`src/rtl/fetch_queue_if.sv`:
```
// Fetch-stage bus bundle: PC register hook-up, instruction-memory
// req/gnt + rvalid port, redirect input and the decode-side handshake.
// The master modport is the fetch queue; the slave modport is its environment.
interface fetch_queue_if #(
    parameter int CNT_W = 3
);
    logic [29:0]      pc;
    logic             pc_en;
    logic             imem_req;
    logic [29:0]      imem_addr;
    logic             imem_gnt;
    logic             imem_rvalid;
    logic [31:0]      imem_rdata;
    logic             flush;
    logic             id_valid;
    logic             id_ready;
    logic [31:0]      id_instr;
    logic [29:0]      id_pc;
    logic [CNT_W-1:0] count;

    modport master (
        input  pc, imem_gnt, imem_rvalid, imem_rdata, flush, id_ready,
        output pc_en, imem_req, imem_addr, id_valid, id_instr, id_pc, count
    );

    modport slave (
        output pc, imem_gnt, imem_rvalid, imem_rdata, flush, id_ready,
        input  pc_en, imem_req, imem_addr, id_valid, id_instr, id_pc, count
    );
endinterface

```
`src/rtl/fetch_queue.sv`:
```
// Instruction fetch queue: issues one imem request at a time from the current
// PC, buffers {instr, pc} pairs in a DEPTH-entry FIFO and hands the head to
// decode. Drives the PC register enable so the PC only moves on a grant or a
// redirect.
// Optional feature macro: FETCH_BYPASS_EN -- lets a response reach decode in
// the same cycle it arrives when the FIFO is empty.
module fetch_queue #(
    parameter int DEPTH = 4,
    parameter int CNT_W = 3
) (
    input  logic          clk,
    input  logic          rst,
    fetch_queue_if.master bus
);
    localparam int PTR_W = (DEPTH > 1) ? $clog2(DEPTH) : 1;
    localparam logic [CNT_W-1:0] FULL = CNT_W'(DEPTH);

    localparam logic [1:0] IDLE  = 2'd0;
    localparam logic [1:0] REQ   = 2'd1;
    localparam logic [1:0] WAIT  = 2'd2;
    localparam logic [1:0] DRAIN = 2'd3;

    logic [1:0]       state, state_nx;
    logic [29:0]      req_pc;
    logic [31:0]      mem_instr [DEPTH];
    logic [29:0]      mem_pc    [DEPTH];
    logic [PTR_W-1:0] rd_ptr, wr_ptr;
    logic [CNT_W-1:0] cnt, cnt_nx;
    logic             rsp_ok, push, pop, nempty;

    // A response is usable only while a request is really outstanding and
    // no redirect is killing it.
    assign rsp_ok = (state == WAIT) && bus.imem_rvalid && !bus.flush;
    assign nempty = (cnt != '0);
    // Popping during a flush is pointless: the FIFO is being cleared anyway.
    assign pop    = nempty && bus.id_ready && !bus.flush;

`ifdef FETCH_BYPASS_EN
    logic byp;
    // Empty FIFO: show the arriving response directly to decode.
    assign byp          = rsp_ok && !nempty;
    assign push         = rsp_ok && !(byp && bus.id_ready);
    assign bus.id_valid = nempty || byp;
    assign bus.id_instr = byp ? bus.imem_rdata : mem_instr[rd_ptr];
    assign bus.id_pc    = byp ? req_pc         : mem_pc[rd_ptr];
`else
    assign push         = rsp_ok;
    assign bus.id_valid = nempty;
    assign bus.id_instr = mem_instr[rd_ptr];
    assign bus.id_pc    = mem_pc[rd_ptr];
`endif

    // The request address is the live PC; it stays put because pc_en is low
    // until the grant.
    assign bus.imem_req  = (state == REQ);
    assign bus.imem_addr = bus.pc;
    assign bus.pc_en     = bus.flush || ((state == REQ) && bus.imem_gnt);
    assign bus.count     = cnt;

    // Occupancy after this cycle's push/pop; flush empties the queue.
    always_comb begin
        cnt_nx = cnt;
        if (bus.flush) begin
            cnt_nx = '0;
        end else begin
            case ({push, pop})
                2'b10:   cnt_nx = cnt + 1'b1;
                2'b01:   cnt_nx = cnt - 1'b1;
                default: cnt_nx = cnt;
            endcase
        end
    end

    // Request sequencer. Issue only with a free slot so the single
    // outstanding response always has somewhere to land.
    always_comb begin
        state_nx = state;
        case (state)
            IDLE: begin
                if ((cnt < FULL) && !bus.flush) state_nx = REQ;
            end
            REQ: begin
                if (bus.imem_gnt)        state_nx = bus.flush ? DRAIN : WAIT;
                else if (bus.flush)      state_nx = IDLE;
            end
            WAIT: begin
                if (bus.flush)            state_nx = bus.imem_rvalid ? IDLE : DRAIN;
                else if (bus.imem_rvalid) state_nx = (cnt_nx < FULL) ? REQ : IDLE;
            end
            DRAIN: begin
                // The stale response is swallowed here.
                if (bus.imem_rvalid) state_nx = IDLE;
            end
            default: state_nx = IDLE;
        endcase
    end

    // State register and the PC latched with the granted request.
    always_ff @(posedge clk or posedge rst) begin
        if (rst) begin
            state  <= IDLE;
            req_pc <= '0;
        end else begin
            state <= state_nx;
            if ((state == REQ) && bus.imem_gnt) req_pc <= bus.pc;
        end
    end

    // FIFO pointers and occupancy; pointers wrap naturally (power-of-two DEPTH).
    always_ff @(posedge clk or posedge rst) begin
        if (rst) begin
            rd_ptr <= '0;
            wr_ptr <= '0;
            cnt    <= '0;
        end else begin
            cnt <= cnt_nx;
            if (bus.flush) begin
                rd_ptr <= '0;
                wr_ptr <= '0;
            end else begin
                if (push) wr_ptr <= wr_ptr + 1'b1;
                if (pop)  rd_ptr <= rd_ptr + 1'b1;
            end
        end
    end

    // FIFO storage; cleared on reset so the head reads zero out of reset.
    always_ff @(posedge clk or posedge rst) begin
        if (rst) begin
            for (int i = 0; i < DEPTH; i++) begin
                mem_instr[i] <= '0;
                mem_pc[i]    <= '0;
            end
        end else if (push) begin
            mem_instr[wr_ptr] <= bus.imem_rdata;
            mem_pc[wr_ptr]    <= req_pc;
        end
    end
endmodule

```
`src/flat_wrapper.sv`:
```
// flat-port wrapper written by rule: the top's interface ports become plain ports
module fetch_queue_flat 
#(
    parameter int DEPTH = 4,
    parameter int CNT_W = 3
)
  (clk, rst, bus_pc, bus_imem_gnt, bus_imem_rvalid, bus_imem_rdata, bus_flush, bus_id_ready, bus_pc_en, bus_imem_req, bus_imem_addr, bus_id_valid, bus_id_instr, bus_id_pc, bus_count);
  fetch_queue_if #(.CNT_W(CNT_W)) bus_i ();
  input  logic clk;
  input  logic rst;
  input wire logic [$bits(bus_i.pc)-1:0] bus_pc;
  input wire logic [$bits(bus_i.imem_gnt)-1:0] bus_imem_gnt;
  input wire logic [$bits(bus_i.imem_rvalid)-1:0] bus_imem_rvalid;
  input wire logic [$bits(bus_i.imem_rdata)-1:0] bus_imem_rdata;
  input wire logic [$bits(bus_i.flush)-1:0] bus_flush;
  input wire logic [$bits(bus_i.id_ready)-1:0] bus_id_ready;
  output wire logic [$bits(bus_i.pc_en)-1:0] bus_pc_en;
  output wire logic [$bits(bus_i.imem_req)-1:0] bus_imem_req;
  output wire logic [$bits(bus_i.imem_addr)-1:0] bus_imem_addr;
  output wire logic [$bits(bus_i.id_valid)-1:0] bus_id_valid;
  output wire logic [$bits(bus_i.id_instr)-1:0] bus_id_instr;
  output wire logic [$bits(bus_i.id_pc)-1:0] bus_id_pc;
  output wire logic [$bits(bus_i.count)-1:0] bus_count;
  assign bus_i.pc = bus_pc;
  assign bus_i.imem_gnt = bus_imem_gnt;
  assign bus_i.imem_rvalid = bus_imem_rvalid;
  assign bus_i.imem_rdata = bus_imem_rdata;
  assign bus_i.flush = bus_flush;
  assign bus_i.id_ready = bus_id_ready;
  assign bus_pc_en = bus_i.pc_en;
  assign bus_imem_req = bus_i.imem_req;
  assign bus_imem_addr = bus_i.imem_addr;
  assign bus_id_valid = bus_i.id_valid;
  assign bus_id_instr = bus_i.id_instr;
  assign bus_id_pc = bus_i.id_pc;
  assign bus_count = bus_i.count;
  fetch_queue #(.DEPTH(DEPTH), .CNT_W(CNT_W)) u_core (.clk(clk), .rst(rst), .bus(bus_i));
endmodule
```
`config.mk`:
```
export PLATFORM = sky130hd
export DESIGN_NAME = fetch_queue_flat
export DESIGN_NICKNAME = d
export VERILOG_FILES = /design/src/rtl/fetch_queue_if.sv /design/src/rtl/fetch_queue.sv /design/src/flat_wrapper.sv
export SDC_FILE = /design/constraint.sdc
export NUM_CORES = 1
export LEC_CHECK = 0
export CELL_PAD_IN_SITES_DETAIL_PLACEMENT = 0
export CELL_PAD_IN_SITES_GLOBAL_PLACEMENT = 1
export CORE_UTILIZATION = 45
export DETAILED_ROUTE_END_ITERATION = 6
export GPL_ROUTABILITY_DRIVEN = 0
export PLACE_DENSITY_LB_ADDON = 0.1
export SLEW_MARGIN = 25
export SYNTH_ARGS = -nofsm -noshare
export SYNTH_HDL_FRONTEND = slang
export SYNTH_SLANG_ARGS = --single-unit
export TNS_END_PERCENT = 1
```
`constraint.sdc`:
```
create_clock -name clk -period 23.5 [get_ports clk]
set_clock_uncertainty 0.2 [all_clocks]
set_input_delay 5.875 -clock clk [delete_from_list [all_inputs] [get_ports clk]]
set_output_delay 5.875 -clock clk [all_outputs]
set_load 0.03 [all_outputs]
```
==> metrics.yaml, run 1 <==
grt_pass1_vias: 7898
nets: 956
ys_seq_area_frac: 0.5693
final_cell_area_um2: 15340
yosysTopAreaCell: "dfrtp_1"
cp.arrival_ps: 7650
antenna_found_initial: 0
dr.pass1.iters: 4
drive_gt1_frac: 0.4541
cts_buffers: 30
grtUsageTotal: 0.1943
crit_fanout: 13
diodes: 0
fin_hold_ws_ps: 299.0
postCtsHoldBufs: 0
powerDensity_nw_per_um2: 108.2
clock_latency_ps: 530
placed_area_um2: 14310
drc: 0
grt_use_met3: 0.02892
path_clk_slew_ps: 60
ys_types: 29
ctsResizeCount: 0
timing.fmax_mhz: 72.85
syn_area_um2: 12620
cts_htree_levels: 1
vias: 6848
drv_slew: 0
grt_max_degree: 146
rr_worst_depth: 9
clockBufferDepth: 3
grt_use_met1: 0.2487
synthArstFlopShare: 1.000
synthTopCellsByCount: "dfrtp_1 (287), mux2_2 (279), mux4_2 (62), buf_4 (30), buf_6 (18)"
placeableCoreArea_um2: 27250
synth_enable_flop_cells: 0
syn_nets: 825
slew_headroom: 0.3584
initial_utilization: 0.4629
fp.dieArea_um2: 28710
whs_endpoint: "u_core.mem_instr[17]$_DFFE_PP0P_"
hp-start: "u_core.mem_instr[17]$_DFFE_PP0P_"
io_pins: 166
period_minus_slack_ps: 13730
cp-start-kind: "input pin"
grt_most_used_layer: "met2"
port_buffers: 165
drtIter0Drc: 231
ir_worst_vdd_mv: 0.05892
grt_pass1_wl_um: 43330
r2r-end: "u_core.state[0]$_DFFE_PP0P_"
setup_viol: 0
drv_cap: 0
synthFlopType: "dfrtp_1"
finalHoldViolCount: 0
synth-seq-cells: 287
gr-total-overflow: 0
cp-end-kind: "output port"
dp_hpwl_um: 15860
crit_required_ps: 17430
leakage_nw: 6.955
yosysWarnings: 0
num_rows: 60
drt_wl_total_um: 26490
outcome: "finished, final reports clean"
yosys.cell_count.top_type: "dfrtp_1"
die_h_um: 169.4
path_class: "in -> out"
cts_tree: "yes"
rsz0062_at_grt: "no"
syn_to_final_growth_pct: 21.59
wl_per_cell_um: 20.74
gr-usage-met2: 0.3476
holdPathStages: 1
via_per_inst: 5.363
tightest_slew_ps: 958.4
dieWidth_um: 169.4
r2r_start: "u_core.state[1]$_DFFE_PP0P_"
min_path_type: "reg -> reg"
reg2reg_slack_ps: 20350
ant_nets: 0
cts_setup_buffers: 0
synthTopCellsByArea: "dfrtp_1 (57%), mux2_2 (25%), mux4_2 (11%), buf_4 (1.8%), buf_6 (1.6%)"
clock-root-buffer: "clkbuf_16"
syn_avg_cell_area_um2: 16.82
syn-instance-count: 750
clock_sinks: 287
min_period_over_period: 0.5841
fin_tns_setup_ps: 0
synth_top_area_frac: 0.5693
==> routing by layer <==
metal,wire [µm],up-vias
met5,0,-
met4,504,0
met3,995,34
met2,13640,146
met1,11350,3667
li1,-,3001
==> cells in the final DEF (no fill, tap or decap), drive strengths merged <==
cell type	count
a21oi	2
a221o	1
and2b	1
buf	7
bufinv	3
clkbuf	41
clkdlybuf4s50	165
clkinv	13
dfrtp	287
fa	1
ha	6
inv	5
mux2	279
mux2i	1
mux4	62
nand2	5
nand2b	1
nand3	1
nand3b	2
nor2	10
nor3	1
nor3b	2
nor4b	1
o21ai	1
o31ai	1
or3	1
xnor2	3
xor2	2
==> where the power goes <==
group | leakage, nW | internal, mW | switching (mW) | total [mW]
combinational | 2.62 | 0.258 | 0.229 | 0.488
clock | 0.519 | 0.292 | 0.189 | 0.481
sequential | 3.81 | 0.615 | 0.0770 | 0.692
==> flip-flops by register name (all words and copies together) (netlist names) <==
name              count
u_core.bus.count      3
u_core.mem_instr    128
u_core.mem_pc       120
u_core.rd_ptr         2
u_core.req_pc        30
u_core.state          2
u_core.wr_ptr         2
==> how the worst max path moves through the flow <==
stage               startpoint                               to  slack (ps)  depth (start not counted)
floorplan                  rst  u_core.bus.count[0]$_DFFE_PP0P_        9500                          1
global placement     bus_flush                        bus_pc_en        9790                          3
detailed placement   bus_flush                        bus_pc_en        9780                          3
CTS                  bus_flush                        bus_pc_en        9780                          3
global route         bus_flush                        bus_pc_en        9740                          3
finish               bus_flush                        bus_pc_en        9770                          3
==> critical path, cell delays in order <==
cell,delay [ps]
clkdlybuf4s50_1,880
nand2b_1,190
clkdlybuf4s50_1,700
==> metrics by stage <==
step	total power [mW]	worst slack (ps)	cells	util
5_1_grt	1.743	9743	1277	0.5629
3_3_place_gp	1.166	9790	1221	0.5241
6_report	1.660	9774	1277	0.5629
4_1_cts	1.684	9776	1277	0.5626
2_1_floorplan	1.008	9504	750	-
3_5_place_dp	1.196	9783	1221	0.5250
==> area by class of cell <==
| type | count | area (µm²) |
|---|---|---|
| Sequential cell | 287 | 7189 |
| Tap cell | 372 | 465.4 |
| Inverter | 6 | 35.03 |
| Fill cell | 2167 | 11910 |
| Timing Repair Buffer | 172 | 1708 |
| Clock inverter | 15 | 150.1 |
| Multi-Input combinational cell | 384 | 4918 |
| Clock buffer | 41 | 873.3 |
==> kinds of logic (layout without fill, tap and decap cells) <==
kind of cell,Yosys count,after routing,share of synthesized area
muxes,342,342,0.3605
DFF,287,287,0.5693
buffers and inverters,79,234,0.04473
and+or+nand+nor,25,25,0.01180
adders and majority gates,7,7,0.007537
AOI/OAI and AO/OA,5,5,0.002678
xor gates and xnor gates,5,5,0.003472
Note: power is estimated with default switching activity, not from simulation.
==> inputs of run 2 (changes only) <==
Clock period 23.5 ns to 13.8 ns, I/O delays scaled along.
==> run 2 against run 1 <==
Against the previous run: utilization down 0.18 points; register-to-register slack worse by 9800 ps; combinational power increased by 70%; global-route usage grew 0.10 points; cell count fell by 0.31%; wire length is 1.3% higher; non-clock buffer count stayed put; critical path type unchanged; largest cell class unchanged.
==> metrics.yaml, run 2 (synthesis gave the netlist of run 1 again) <==
outcome: "finished, final reports clean"
comb_power_share: 0.298
largest_register_ffs: 128
period_minus_slack_ps: 8882
nets: 957
powerDensity_nw_per_um2: 182.4
die_h_um: 169.4
r2r_start: "u_core.state[1]$_DFFE_PP0P_"
setup_viol: 0
crit_end: "bus_pc_en"
ctsResizeCount: 0
drt_wl_total_um: 26840
p_int_mw: 1.953
antenna_found_initial: 0
clock_latency_ps: 540
cp_num_cells: 3
fin_tns_setup_ps: 0
dp_hpwl_um: 16070
path_class: "in -> out"
fill_cells: 2151
worst_path_max_delay_cell: "clkdlybuf4s50_1"
gr-total-overflow: 0
reg_top3: "u_core.mem_instr: 128 flops, u_core.mem_pc: 120 flops, u_core.req_pc: 30 flops"
final_common_cell: "dfrtp_1"
p_switching_mw: 0.8356
drv_slew: 0
finalHoldViolCount: 0
crit_family: "buffers and inverters"
cp-start-kind: "input pin"
dr.pass1.iters: 4
crit_required_ps: 10150
diodes: 0
leakage_nw: 6.909
grt_pass1_vias: 7884
cts_htree_levels: 1
pwr-share-clk: 0.279
drc: 0
slew_headroom: 0.3369
final_cell_mix: "dfrtp_1 (285), mux2_2 (279), clkdlybuf4s50_1 (165), mux4_2 (62), clkbuf_16 (31)"
clock-root-buffer: "clkbuf_16"
grt_pass1_wl_um: 43280
clockBufferDepth: 3
critPathBufInv: 2
grt_max_degree: 138
cts_buffers: 31
io_pins: 166
ant_nets: 0
cpPeakStageDelay_ps: 890
dieWidth_um: 169.4
cp-startpoint: "bus_flush"
reg2reg_slack_ps: 10600
finalPower_mw: 2.788
fin_hold_ws_ps: 298.8
ir_worst_vdd_mv: 0.09386
regMostFlops: "u_core.mem_instr"
grtUsageTotal: 0.1953
drtIter0Drc: 251
crit_chain: "clkdlybuf4s50_1 > nand2b_1 > clkdlybuf4s50_1"
crit_fanout: 13
vias: 6837
dp_slack_ps: 4928
timing.fmax_mhz: 112.6
num_rows: 60
syn_to_final_growth_pct: 21.19
crit_top_cell: "clkdlybuf4s50_1"
min_path_type: "reg -> reg"
placeableCoreArea_um2: 27250
rsz0062_at_grt: "no"
drive_gt1_frac: 0.4440
fin_ws_ps: 4918
postCtsHoldBufs: 0
cts_tree: "yes"
min_period_over_period: 0.6436
path_clk_slew_ps: 60
cp-end-kind: "output port"
wl_per_cell_um: 21.08
r2r-end: "u_core.state[0]$_DFFE_PP0P_"
tightest_slew_ps: 990.4
initial_utilization: 0.4629
p_sw_frac: 0.2997
cts_setup_buffers: 0
cp.arrival_ps: 5230
port_buffers: 165
drv_cap: 0
via_per_inst: 5.371
fp.dieArea_um2: 28710
p_seq_frac: 0.423
rr_worst_depth: 9
clock_sinks: 287
run 2: changes by cell type in the layout (fill, tap and decap cells not counted), sizes merged:
cell and delta:
clkbuf +8, bufinv -2, clkinv -10
run 2: layout make-up:
class                      instances  area (µm²)  share of cell area
sequential                       287        7189              0.4702
multi-input combinational        384        4918              0.3217
timing repair buffer             172        1728              0.1130
clock buffer                      49       913.4             0.05974
tap                              372       465.4             0.03044
clock inverter                     3       40.04            0.002619
inverter                           6       35.03            0.002291
run 2: worst register-to-register path, delay by kind of cell, from the launching register on:
family	cells	cell delay [ps]
compound gates	1	400
xor+xnor	2	310
fa+ha+maj	2	650
buf+inv	2	220
flops	1	400
simple gates	2	900
run 2: worst min-delay path by stage:
stage	from	to	slack [ps]	cells past startpoint
detailed placement	u_core.mem_pc[79]$_DFFE_PP0P_	u_core.mem_pc[79]$_DFFE_PP0P_	290	1
floorplan	u_core.mem_instr[64]$_DFFE_PP0P_	u_core.mem_instr[64]$_DFFE_PP0P_	270	1
CTS	u_core.mem_instr[26]$_DFFE_PP0P_	u_core.mem_instr[26]$_DFFE_PP0P_	300	1
finish	u_core.mem_pc[15]$_DFFE_PP0P_	u_core.mem_pc[15]$_DFFE_PP0P_	300	1
global route	u_core.mem_instr[57]$_DFFE_PP0P_	u_core.mem_instr[57]$_DFFE_PP0P_	310	1
global placement	u_core.mem_instr[10]$_DFFE_PP0P_	u_core.mem_instr[10]$_DFFE_PP0P_	280	1
run 2: power by group through the flow:
stage / sequential (mW) / clock [mW] / combinational, mW
final: 1.18 / 0.778 / 0.831
after global placement: 1.17 / 0 / 0.819
after global routing: 1.21 / 0.837 / 0.882
after detailed placement: 1.20 / 0 / 0.840
after CTS: 1.18 / 0.800 / 0.845
after floorplan: 1.15 / 0 / 0.570
run 2: routing by layer:
metal  share of wire  vias up  GRT usage
li1                -     2994          -
met1            0.43     3647     0.2512
met3           0.038       47    0.02868
met4           0.021        0    0.05523
met2            0.51      149     0.3437
met5               0        -          0
run 2: per-stage QoR:
step | std cells | cell area (µm²) | util
floorplan | 750 | 12620 | -
global placement | 1220 | 14270 | 0.5238
detailed placement | 1221 | 14330 | 0.5258
CTS | 1273 | 15280 | 0.5607
global route | 1273 | 15290 | 0.5611
finish | 1273 | 15290 | 0.5611
==> inputs of run 3 (changes only) <==
Settings changed: CORE_UTILIZATION 45 to 42.
Clock period 13.8 ns to 8.1 ns, I/O delays scaled along.
==> run 3 against run 2 <==
Against the previous run: combinational power grew 71%; power grew 76%; final area is 0.83% higher; first-iteration DRC count decreased by 16%; highest routed layer unchanged.
==> metrics.yaml, run 3 (synthesis gave the netlist of run 1 again) <==
outcome: "finished, final reports clean"
diodes: 0
drive_gt1_frac: 0.4525
comb_power_share: 0.290
final_common_cell: "dfrtp_1"
hp-start: "u_core.mem_pc[39]$_DFFE_PP0P_"
regMostFlops: "u_core.mem_instr"
reg2reg_slack_ps: 4930
grt_pass1_wl_um: 42750
critPathBufInv: 2
cts_buffers: 31
p_int_mw: 3.442
setup_viol: 0
crit_family: "buffers and inverters"
min_path_type: "reg -> reg"
clock_latency_ps: 540
fp.dieArea_um2: 30740
initial_utilization: 0.4268
ant_nets: 0
p_switching_mw: 1.453
holdPathStages: 1
finalHoldViolCount: 0
drc: 0
die_h_um: 175.3
cts_htree_levels: 1
ctsResizeCount: 0
dieWidth_um: 175.3
whs_endpoint: "u_core.mem_pc[39]$_DFFE_PP0P_"
antenna_found_initial: 0
final_cell_area_um2: 15420
num_rows: 63
powerDensity_nw_per_um2: 317.5
cts_setup_buffers: 0
timing.fmax_mhz: 166.8
clock-root-buffer: "clkbuf_16"
postCtsHoldBufs: 0
drt_wl_total_um: 26790
crit_chain: "clkdlybuf4s50_1 > nand2b_1 > clkdlybuf4s50_1"
via_per_inst: 5.299
fin_tns_setup_ps: 0
finalNonFillerCells: 1296
tightest_slew_ps: 1022
largest_register_ffs: 128
grt_pass1_vias: 7623
drtIter0Drc: 212
clockBufferDepth: 3
leakage_nw: 6.974
path_class: "in -> out"
worst_path_max_delay_cell: "clkdlybuf4s50_1"
period_minus_slack_ps: 5997
min_period_over_period: 0.7403
port_buffers: 165
reg_top3: "u_core.mem_instr: 128 flops, u_core.mem_pc: 120 flops, u_core.req_pc: 30 flops"
cpPeakStageDelay_ps: 830
slew_headroom: 0.3189
crit_required_ps: 5880
wl_per_cell_um: 20.67
cp-start-kind: "input pin"
grtUsageTotal: 0.1784
r2r-end: "u_core.state[0]$_DFFE_PP0P_"
crit_top_cell: "clkdlybuf4s50_1"
nets: 957
rr_worst_depth: 9
rsz0062_at_grt: "no"
grt_max_degree: 152
drv_cap: 0
cp-end-kind: "output port"
finalPower_mw: 4.895
cts_tree: "yes"
placed_area_um2: 14330
placeableCoreArea_um2: 29560
drv_slew: 0
cp-startpoint: "bus_flush"
dp.cells: 1239
pwr-share-clk: 0.299
vias: 6867
r2r_start: "u_core.state[1]$_DFFE_PP0P_"
cp.arrival_ps: 3770
ir_worst_vdd_mv: 0.1821
final_cell_mix: "dfrtp_1 (285), mux2_2 (279), clkdlybuf4s50_1 (165), mux4_2 (62), clkbuf_16 (31)"
io_pins: 166
clock_sinks: 287
syn_to_final_growth_pct: 22.20
p_seq_frac: 0.411
gr-total-overflow: 0
p_sw_frac: 0.2969
path_clk_slew_ps: 60
dr.pass1.iters: 6
dp_hpwl_um: 15710
crit_fanout: 13
## run 3: per-stage QoR
stage,setup WS (ps),util,hold slack [ps]
floorplan,2070,-,273.8
global placement,2078,0.4840,281.5
detailed placement,2084,0.4849,288.8
CTS,2075,0.5214,302.8
global route,1979,0.5215,309.7
finish,2103,0.5215,300.6
## run 3: worst max path at each step
stage | to | slack (ps) | depth (start not counted)
6_report | bus_pc_en | 2100 | 3
5_1_grt | bus_pc_en | 1980 | 5
4_1_cts | bus_pc_en | 2070 | 3
3_5_place_dp | bus_pc_en | 2080 | 3
3_3_place_gp | bus_pc_en | 2080 | 5
2_1_floorplan | u_core.bus.count[0]$_DFFE_PP0P_ | 2070 | 1
## run 3: routing by layer
layer  GRT usage  part of all wire  up-vias
li1            -                 -     3004
met1      0.2319              0.42     3674
met2      0.3133              0.52      144
met3     0.02835             0.039       45
met4     0.04167             0.020        0
met5           0                 0        -
## run 3: layout make-up
| type | count | area, µm² |
|---|---|---|
| fill | 2433 | 14140 |
| sequential | 287 | 7187 |
| multi-input combinational | 384 | 4916 |
| timing repair buffer | 172 | 1720 |
| clock buffer | 45 | 918.4 |
| tap | 390 | 488.0 |
| clock inverter | 12 | 160.2 |
| inverter | 6 | 26.28 |
## run 3: power by group through the flow
stage                     registers [mW]  clock network [mW]  logic, mW
after floorplan                     1.95                   0      0.972
after global placement              1.99                   0       1.40
after detailed placement            2.04                   0       1.44
after CTS                           2.01                1.50       1.44
after global routing                2.07                1.57       1.50
final                               2.01                1.46       1.42
